`src/rtl/clk_div_mon_pkg.sv`:
```
// Shared types and helpers for the clock-divider monitor.
// Holds the monitor FSM encoding and the phase-length acceptance check.
package clk_div_mon_pkg;

    typedef enum logic [1:0] {
        IDLE    = 2'd0,
        SYNC    = 2'd1,
        MEASURE = 2'd2
    } mon_state_t;

    // A phase is acceptable when it lies within tol cycles of half the ratio.
    function automatic logic phase_ok(input int unsigned ph,
                                      input int unsigned num_div,
                                      input int unsigned tol);
        int unsigned half;
        half = num_div / 2;
        if (ph >= half)
            return (ph - half) <= tol;
        else
            return (half - ph) <= tol;
    endfunction

endpackage

```
`src/rtl/clk_div_edge_det.sv`:
```
// Edge detector for the observed divided clock; CLK_DIV_MON_SYNC_EN adds a
// 2-flop synchronizer ahead of the sampler so the input may be asynchronous.
module clk_div_edge_det (
    input  logic clk,
    input  logic rst,
    input  logic clk_div_in,
    output logic rise,
    output logic fall
);

    logic sample;
    logic prev;

`ifdef CLK_DIV_MON_SYNC_EN
    logic [1:0] sync;

    always_ff @(posedge clk) begin
        if (rst)
            sync <= 2'b00;
        else
            sync <= {sync[0], clk_div_in};
    end

    assign sample = sync[1];
`else
    assign sample = clk_div_in;
`endif

    always_ff @(posedge clk) begin
        if (rst)
            prev <= 1'b0;
        else
            prev <= sample;
    end

    // Strobes are combinational so the top can register ticks and
    // measurement results on the same edge.
    assign rise = sample & ~prev;
    assign fall = ~sample & prev;

endmodule

```
`src/rtl/clk_div_monitor.sv`:
```
// Checker for an even-ratio clock divider: edge ticks, phase/period
// measurement, lock and sticky error. Optional input synchronizer: CLK_DIV_MON_SYNC_EN.
module clk_div_monitor
    import clk_div_mon_pkg::*;
#(
    parameter int unsigned NUM_DIV  = 6,
    parameter int unsigned CNT_W    = 8,
    parameter int unsigned TOL      = 0,
    parameter int unsigned LOCK_CNT = 4
) (
    input  logic             clk,
    input  logic             rst,
    input  logic             clk_div_in,
    input  logic             en,
    input  logic             err_clr,
    output logic             rise_tick,
    output logic             fall_tick,
    output logic [CNT_W-1:0] period,
    output logic             period_vld,
    output logic             locked,
    output logic             err
);

    localparam logic [CNT_W-1:0] STUCK_LIM = CNT_W'(2 * NUM_DIV);
    localparam logic [CNT_W-1:0] LOCK_LIM  = CNT_W'(LOCK_CNT);

    mon_state_t       state, state_nxt;
    logic             rise, fall, chg;
    logic             active, measuring, good, bad, stuck, good_rise;
    logic [CNT_W-1:0] ph_cnt, per_cnt, lock_cnt, lock_inc;

    function automatic logic [CNT_W-1:0] sat_inc(input logic [CNT_W-1:0] v);
        return (&v) ? v : v + 1'b1;
    endfunction

    clk_div_edge_det u_edge_det (
        .clk        (clk),
        .rst        (rst),
        .clk_div_in (clk_div_in),
        .rise       (rise),
        .fall       (fall)
    );

    always_ff @(posedge clk) begin
        if (rst)
            state <= IDLE;
        else
            state <= state_nxt;
    end

    always_comb begin
        state_nxt = state;
        if (!en) begin
            state_nxt = IDLE;
        end else begin
            case (state)
                IDLE:    state_nxt = SYNC;
                SYNC:    if (chg) state_nxt = MEASURE;
                MEASURE: if (stuck) state_nxt = SYNC;
                default: state_nxt = IDLE;
            endcase
        end
    end

    // Dropping en acts at once, without waiting for the state to reach IDLE.
    always_comb begin
        chg       = rise | fall;
        active    = en && (state != IDLE);
        measuring = en && (state == MEASURE);
        good      = phase_ok(32'(ph_cnt), NUM_DIV, TOL);
        bad       = measuring && chg && !good;
        stuck     = measuring && !chg && (ph_cnt >= STUCK_LIM);
        good_rise = measuring && rise && good;
        lock_inc  = sat_inc(lock_cnt);
    end

    always_ff @(posedge clk) begin
        if (rst) begin
            rise_tick  <= 1'b0;
            fall_tick  <= 1'b0;
            period_vld <= 1'b0;
            period     <= '0;
            ph_cnt     <= '0;
            per_cnt    <= '0;
            lock_cnt   <= '0;
            locked     <= 1'b0;
            err        <= 1'b0;
        end else begin
            rise_tick  <= rise;
            fall_tick  <= fall;
            period_vld <= good_rise;

            if (!active) begin
                ph_cnt  <= '0;
                per_cnt <= '0;
            end else begin
                ph_cnt  <= chg  ? CNT_W'(1) : sat_inc(ph_cnt);
                per_cnt <= rise ? CNT_W'(1) : sat_inc(per_cnt);
            end

            if (good_rise)
                period <= per_cnt;

            if (!active || bad || stuck) begin
                lock_cnt <= '0;
                locked   <= 1'b0;
            end else if (good_rise) begin
                lock_cnt <= lock_inc;
                if (lock_inc >= LOCK_LIM)
                    locked <= 1'b1;
            end

            // A fresh fault outranks a simultaneous clear.
            err <= (err & ~err_clr) | ((bad | stuck) & locked);
        end
    end

endmodule

```
`config.mk`:
```
export PLATFORM = sky130hd
export DESIGN_NAME = clk_div_monitor
export DESIGN_NICKNAME = d
export VERILOG_FILES = /design/src/rtl/clk_div_mon_pkg.sv /design/src/rtl/clk_div_edge_det.sv /design/src/rtl/clk_div_monitor.sv
export SDC_FILE = /design/constraint.sdc
export NUM_CORES = 1
export LEC_CHECK = 0
export BUFFER_PORTS_ARGS = -buffer_cell sky130_fd_sc_hd__buf_2
export CAP_MARGIN = 25
export CORE_UTILIZATION = 45
export CTS_BUF_LIST = sky130_fd_sc_hd__clkbuf_8
export CTS_CLUSTER_SIZE = 30
export DETAILED_ROUTE_END_ITERATION = 10
export PLACE_DENSITY = 0.74
export RECOVER_POWER = 25
export SYNTH_ARGS = -nofsm -noshare
export SYNTH_HDL_FRONTEND = slang
export SYNTH_SLANG_ARGS = --single-unit
```
`constraint.sdc`:
```
create_clock -name clk -period 2.34 [get_ports clk]
set_input_delay 0 -clock clk [delete_from_list [all_inputs] [get_ports clk]]
set_output_delay 0 -clock clk [all_outputs]
set_load 0.005 [all_outputs]
```
---- After elaboration in Yosys (flattened, before gate mapping) ----
Cells that the tools add are included.
cells by class
  $add $sub $neg .......................... 5
  magnitude comparators ................... 5
  eq/ne operators ......................... 6
  mux-type cells .......................... 9
  bitwise operators ....................... 12
  reductions and logical operators ........ 25
operator list
  operator             number
  $le 32x1->1 const B  2
  $add 8x1->8 const B  3
  $reduce_and 8->1     3
  $sub 2x8->9 const A  1
  $sub 8x2->9 const B  1
  $ge 8x2->1 const B   1
  $ge 8x3->1 const B   1
  $ge 8x4->1 const B   1
  $logic_and 1x1->1    8
  $mux 8               1
  $ne 2x2->1 const B   4
  $pmux 2 s3           1
  $reduce_or 2->1      3
  $reduce_or 3->1      2
  $mux 1               5
  $not 1->1            5
  $and 1x1->1          4
  $mux 2               2
  $reduce_and 2->1     2
  $logic_not 1->1      3
  $or 1x1->1           3
  $eq 2x1->1 const B   1
  $eq 2x2->1 const B   1
  $logic_not 2->1      1
  other kinds (2)      3
word-level totals
  flip-flop bits (word level) ............. 40
  output and inout port bits .............. 13
  logic and storage cells ................. 75

---- Longest topological paths before layout ----
  depth in word-level cells ............... 9
  depth in mapped cells ................... 8
  mapped depth without buffers ............ 7

---- By module ----
From an unflattened synthesis, not the netlist that was laid out.
unflattened totals
  cells, all modules ...................... 226
  area total of the unflattened synthesis .. 1984.4 um^2
by module, submodules not included
  module            times used  cells each  area each (um^2)  sequential area each (um^2)
  clk_div_monitor   1           222         1945.6            780.7
  clk_div_edge_det  1           4           38.8              20.0

---- Worst setup path before layout ----
OpenSTA, ideal clock, no wires.
  kind .................................... register to register
  start ................................... register ph_cnt[0]
  end ..................................... register lock_cnt[2]
  setup time .............................. 0.088 ns
  data arrival time ....................... 1.788 ns
  required time ........................... 2.252 ns
  slack ................................... 0.464 ns
  cell stages (with the launch flop) ...... 9
  path buffers ............................ 2
  period minus slack after synthesis ...... 1.876 ns
  cells stage by stage .................... dfxtp_1 ha_1 clkbuf_2 and4bb_2 a21oi_2 o311a_1 nand2b_4 buf_6 a311oi_2
between the ends
  longest elaborated chain between the ends .. 8
  elaborated cells on any way between the ends .. 14
  classes of those cells .................. add/sub (2); order compare (4); mux (1); reduce/logical (7)
ends and longest elaborated chain
  what                                               line                                          source
  from (decl)                                        clk_div_monitor.sv:30                         logic [CNT_W-1:0] ph_cnt, per_cnt, lock_cnt, lock_inc;
  from (signal assigned)                             clk_div_monitor.sv:97                         ph_cnt <= chg ? CNT_W'(1) : sat_inc(ph_cnt);
  $sub 2x8->9 / $sub 8x2->9 (equally long branches)  clk_div_mon_pkg.sv:20, clk_div_mon_pkg.sv:18
  $le 32x1->1, on equally long branches              clk_div_mon_pkg.sv:20, clk_div_mon_pkg.sv:18
  $mux 1                                             clk_div_mon_pkg.sv:17                         if (ph >= half)
  $logic_not 1->1                                    clk_div_monitor.sv:71                         bad = measuring && chg && !good;
  $logic_and 1x1->1                                  clk_div_monitor.sv:71
  $logic_or 1x1->1 (2 in series)                     clk_div_monitor.sv:104                        if (!active || bad || stuck) begin
  $reduce_or 2->1 (no source line)                   --
  to (signal assigned)                               clk_div_monitor.sv:108                        lock_cnt <= lock_inc;
  to (decl)                                          clk_div_monitor.sv:30
Several ways; a longest one is shown, not always the timed one.
A chain may end at the register's enable or synchronous reset.

---- Worst setup path in the final report ----
  start ................................... register ph_cnt[1]
  end ..................................... register lock_cnt[2]
Same word-level chain as after synthesis.

==> metrics.md <==
| Metric | Value |
|---|---|
| Outcome | `complete, no violations` |
| Number of global-route vias before repair | `1490` |
| Worst Setup End Kind | `flop` |
| RSZ-0062 raised after global routing | `no` |
| Drt pass-1 iters | `4` |
| Slew headroom | `74.76%` |
| Maximum vdd drop | `0.0002529 V` |
| Largest family of logic cells by synthesized area | `simple AND/OR/NAND/NOR gates` |
| DP Worst Slack | `0.3611 ns` |
| Die H | `68.97 um` |
| Grt total ovfl | `0` |
| Post-synth ARST share | `0%` |
| WP data required | `2.55 ns` |
| Least-Margin Pin Slew | `0.3772 ns` |
| Highest Clock Rate | `500.2 MHz` |
| Mean Syn Cell Area | `8.340 sq um` |
| Multiplexer share of the synthesized area | `0.9919%` |
| Total track usage | `18.84%` |
| Initial Utilization | `48.70%` |
| Placed Cells | `301` |
| Critical Setup Path Class | `flop to flop` |
| Largest net degree at the start of global routing | `15` |
| Sink Count | `40` |
| Crit share post-route | `85.44%` |
| Area growth syn-to-layout | `11.22%` |
| CP delay by family, top | `compound AO/OA/AOI/OAI gates` |
| Xor-xnor portion of the synthesized cell area | `4.340%` |
| Hold Vio Cnt, Final | `0` |
| Worst setup SP type | `flop` |
| Clk slew on worst S/H paths | `0.08 ns` |
| Slowest cell delay on critical path | `0.47 ns` |
| Final wirelength | `3.914 mm` |
| Max Cap Viol | `0` |
| Chip width | `68.97 um` |
| Compound-Gate Fraction of Synth Area | `13.89%` |
| Most common cell after layout, fill and taps aside | `dfxtp_1` |
| Leak | `0.7877 nW` |
| Yosys warns | `0` |
| Row count | `23` |
| Setup violators final | `0` |
| I/O Pins | `18` |
| Critical path's slowest cell | `dfxtp_1` |
| WHS | `0.03010 ns` |
| Syn Std Cell Area | `2018 sq um` |
| Adder-Cell Fraction of Synth Area | `4.340%` |
| Final GP Congestion | `0.8768` |
| Cts hold-fix bufs | `1` |
| PnR worst setup slack | `0.3408 ns` |
| DRC viols | `0` |
| Initial antenna violation count | `0` |
| Layout cells sized above 1 | `10.38%` |
| Worst skew pair latency | `0.29 ns` |
| Setup TNS | `0 ns` |
| DRT antenna net count | `0` |
| Pwr dens | `598.3 nW/um^2` |
| Core ar. | `4144 sq um` |
| CP arrival | `2.21 ns` |
| Final Net Count | `271` |
| Tmin final | `1.999 ns` |
| Post-layout util | `54.17%` |
| Max H-tree Level | `2` |
| Setup Skew | `0.004749 ns` |
| #FFs+latches synth | `40` |
| CTS Buf Count | `5` |
| Sequential area share after synthesis | `39.68%` |
| CTS tree | `yes` |
| DRT iter0 DRCs | `106` |
| Synthesized Nets | `254` |
| Syn Inst Count | `242` |
| Simple-Gate Fraction of Synth Area | `33.54%` |
| Via Count | `1699` |
| EDFF count, synth | `0` |
| Final Cell Area | `2245 sq um` |
| CTS Root Cell | `clkbuf_8` |
| Post-CTS setup buffer count | `0` |
| Most frequent cells in the layout | `40 x dfxtp_1, 34 x nor2_1, 32 x nand2_1` |
| Total chip power | `1.343 mW` |
| Ys flop type | `dfxtp_1` |
| Final cell count without fillers | `310` |
| ANT cells | `0` |
| Via density | `5.481` |
| Post_cts resized | `0` |
| CP cell instances | `ha_1 > and3b_1 > a21oi_2 > o311a_1 > nand2b_4 > a311oi_2` |
| Max FO, Critical Path | `9` |
| CP bufs+invs | `0` |
| Detailed Place HPWL | `2.794 mm` |
| Clock buffer depth | `2` |
| Count of unique library cells instantiated by Yosys | `47` |
| First-pass GRT wire length | `6.541 mm` |
| Number of port buffers | `17` |
| Pins Over Slew Limit | `0` |
| DR WL/cell | `12.63 um` |
| Hold Path Class | `input port to flop` |
| Die area | `4757 sq um` |
| Placed Area | `2123 sq um` |
[cell families (layout without fill, tap and decap cells)]
group,after synthesis,count (layout)
AO/OA/AOI/OAI,40,40
XOR/XNOR,10,10
adder cells (fa/ha/maj),7,7
buffers and inverters,14,32
flip-flops,40,40
multiplexers,2,2
AND/OR/NAND/NOR,129,129
[worst register-to-register path: stages (launching register included)]
cell and delay [ns]:
dfxtp_1 0.47, ha_1 0.36, and3b_1 0.25, a21oi_2 0.12, o311a_1 0.32, nand2b_4 0.21, a311oi_2 0.20
[routing by layer]
| layer | track usage, % | wire length [um] | part of all wire, % | vias up |
|---|---|---|---|---|
| met2 | 30.83 | 1786 | 46 | 40 |
| met5 | 0 | 0 | 0 | - |
| met1 | 23.28 | 1877 | 48 | 773 |
| met4 | 7.653 | 66 | 1.7 | 0 |
| met3 | 4.934 | 183 | 4.7 | 7 |
| li1 | - | - | - | 879 |
[area by class of cell]
| class | instances | area, sq um |
|---|---|---|
| repair buffers | 18 | 80.08 |
| fillers | 393 | 1899 |
| clock inverters | 1 | 30.03 |
| clock buffers | 7 | 96.34 |
| well taps | 50 | 62.56 |
| multi-input cells | 188 | 1152 |
| inverters | 6 | 22.52 |
| flip-flops and latches | 40 | 800.8 |
[state kept, by name (all words and copies together) (netlist names)]
name / count
lock_cnt: 8
per_cnt: 8
period: 8
ph_cnt: 8
state: 2
err: 1
fall_tick: 1
locked: 1
period_vld: 1
rise_tick: 1
u_edge_det.prev: 1
[synthesized netlist by cell type, types with 2 or more instances]
cell type / count / area share [%]
nand2b_1: 4 / 1.2
o21a_1: 3 / 1.1
nor2_1: 34 / 6.3
a31oi_1: 2 / 0.62
and4_1: 3 / 1.3
nor3_1: 14 / 3.5
nand3_1: 11 / 2.7
clkbuf_1: 3 / 0.56
a21o_1: 2 / 0.74
nand4_1: 4 / 1.2
inv_1: 6 / 1.1
a211oi_2: 4 / 2.5
a21oi_1: 19 / 4.7
xnor2_1: 8 / 3.5
mux2i_1: 2 / 0.99
xor2_1: 2 / 0.87
and2_1: 4 / 1.2
o21ai_0: 3 / 0.74
nor2b_1: 4 / 1.2
nand2_1: 32 / 6.0
ha_1: 7 / 4.3
and3b_1: 2 / 0.87
dfxtp_1: 40 / 40
buf_2: 3 / 0.74
and3_1: 4 / 1.2
[worst paths after layout]
check | start | end | slack (ns) | cells past startpoint
worst min-delay path | rst | u_edge_det.prev | 0.03 | 2
worst min register to register | period[1] | period[1] | 0.45 | 2
worst max-delay path | ph_cnt[1] | lock_cnt[2] | 0.34 | 6
worst max register to register | ph_cnt[1] | lock_cnt[2] | 0.34 | 6
[where the power goes]
group | internal (mW) | leakage, nW | switching [mW]
sequential | 0.685 | 0.323 | 0.00490
combinational | 0.0152 | 0.400 | 0.0226
clock | 0.376 | 0.0645 | 0.239
Note: power is estimated with default switching activity, not from simulation.
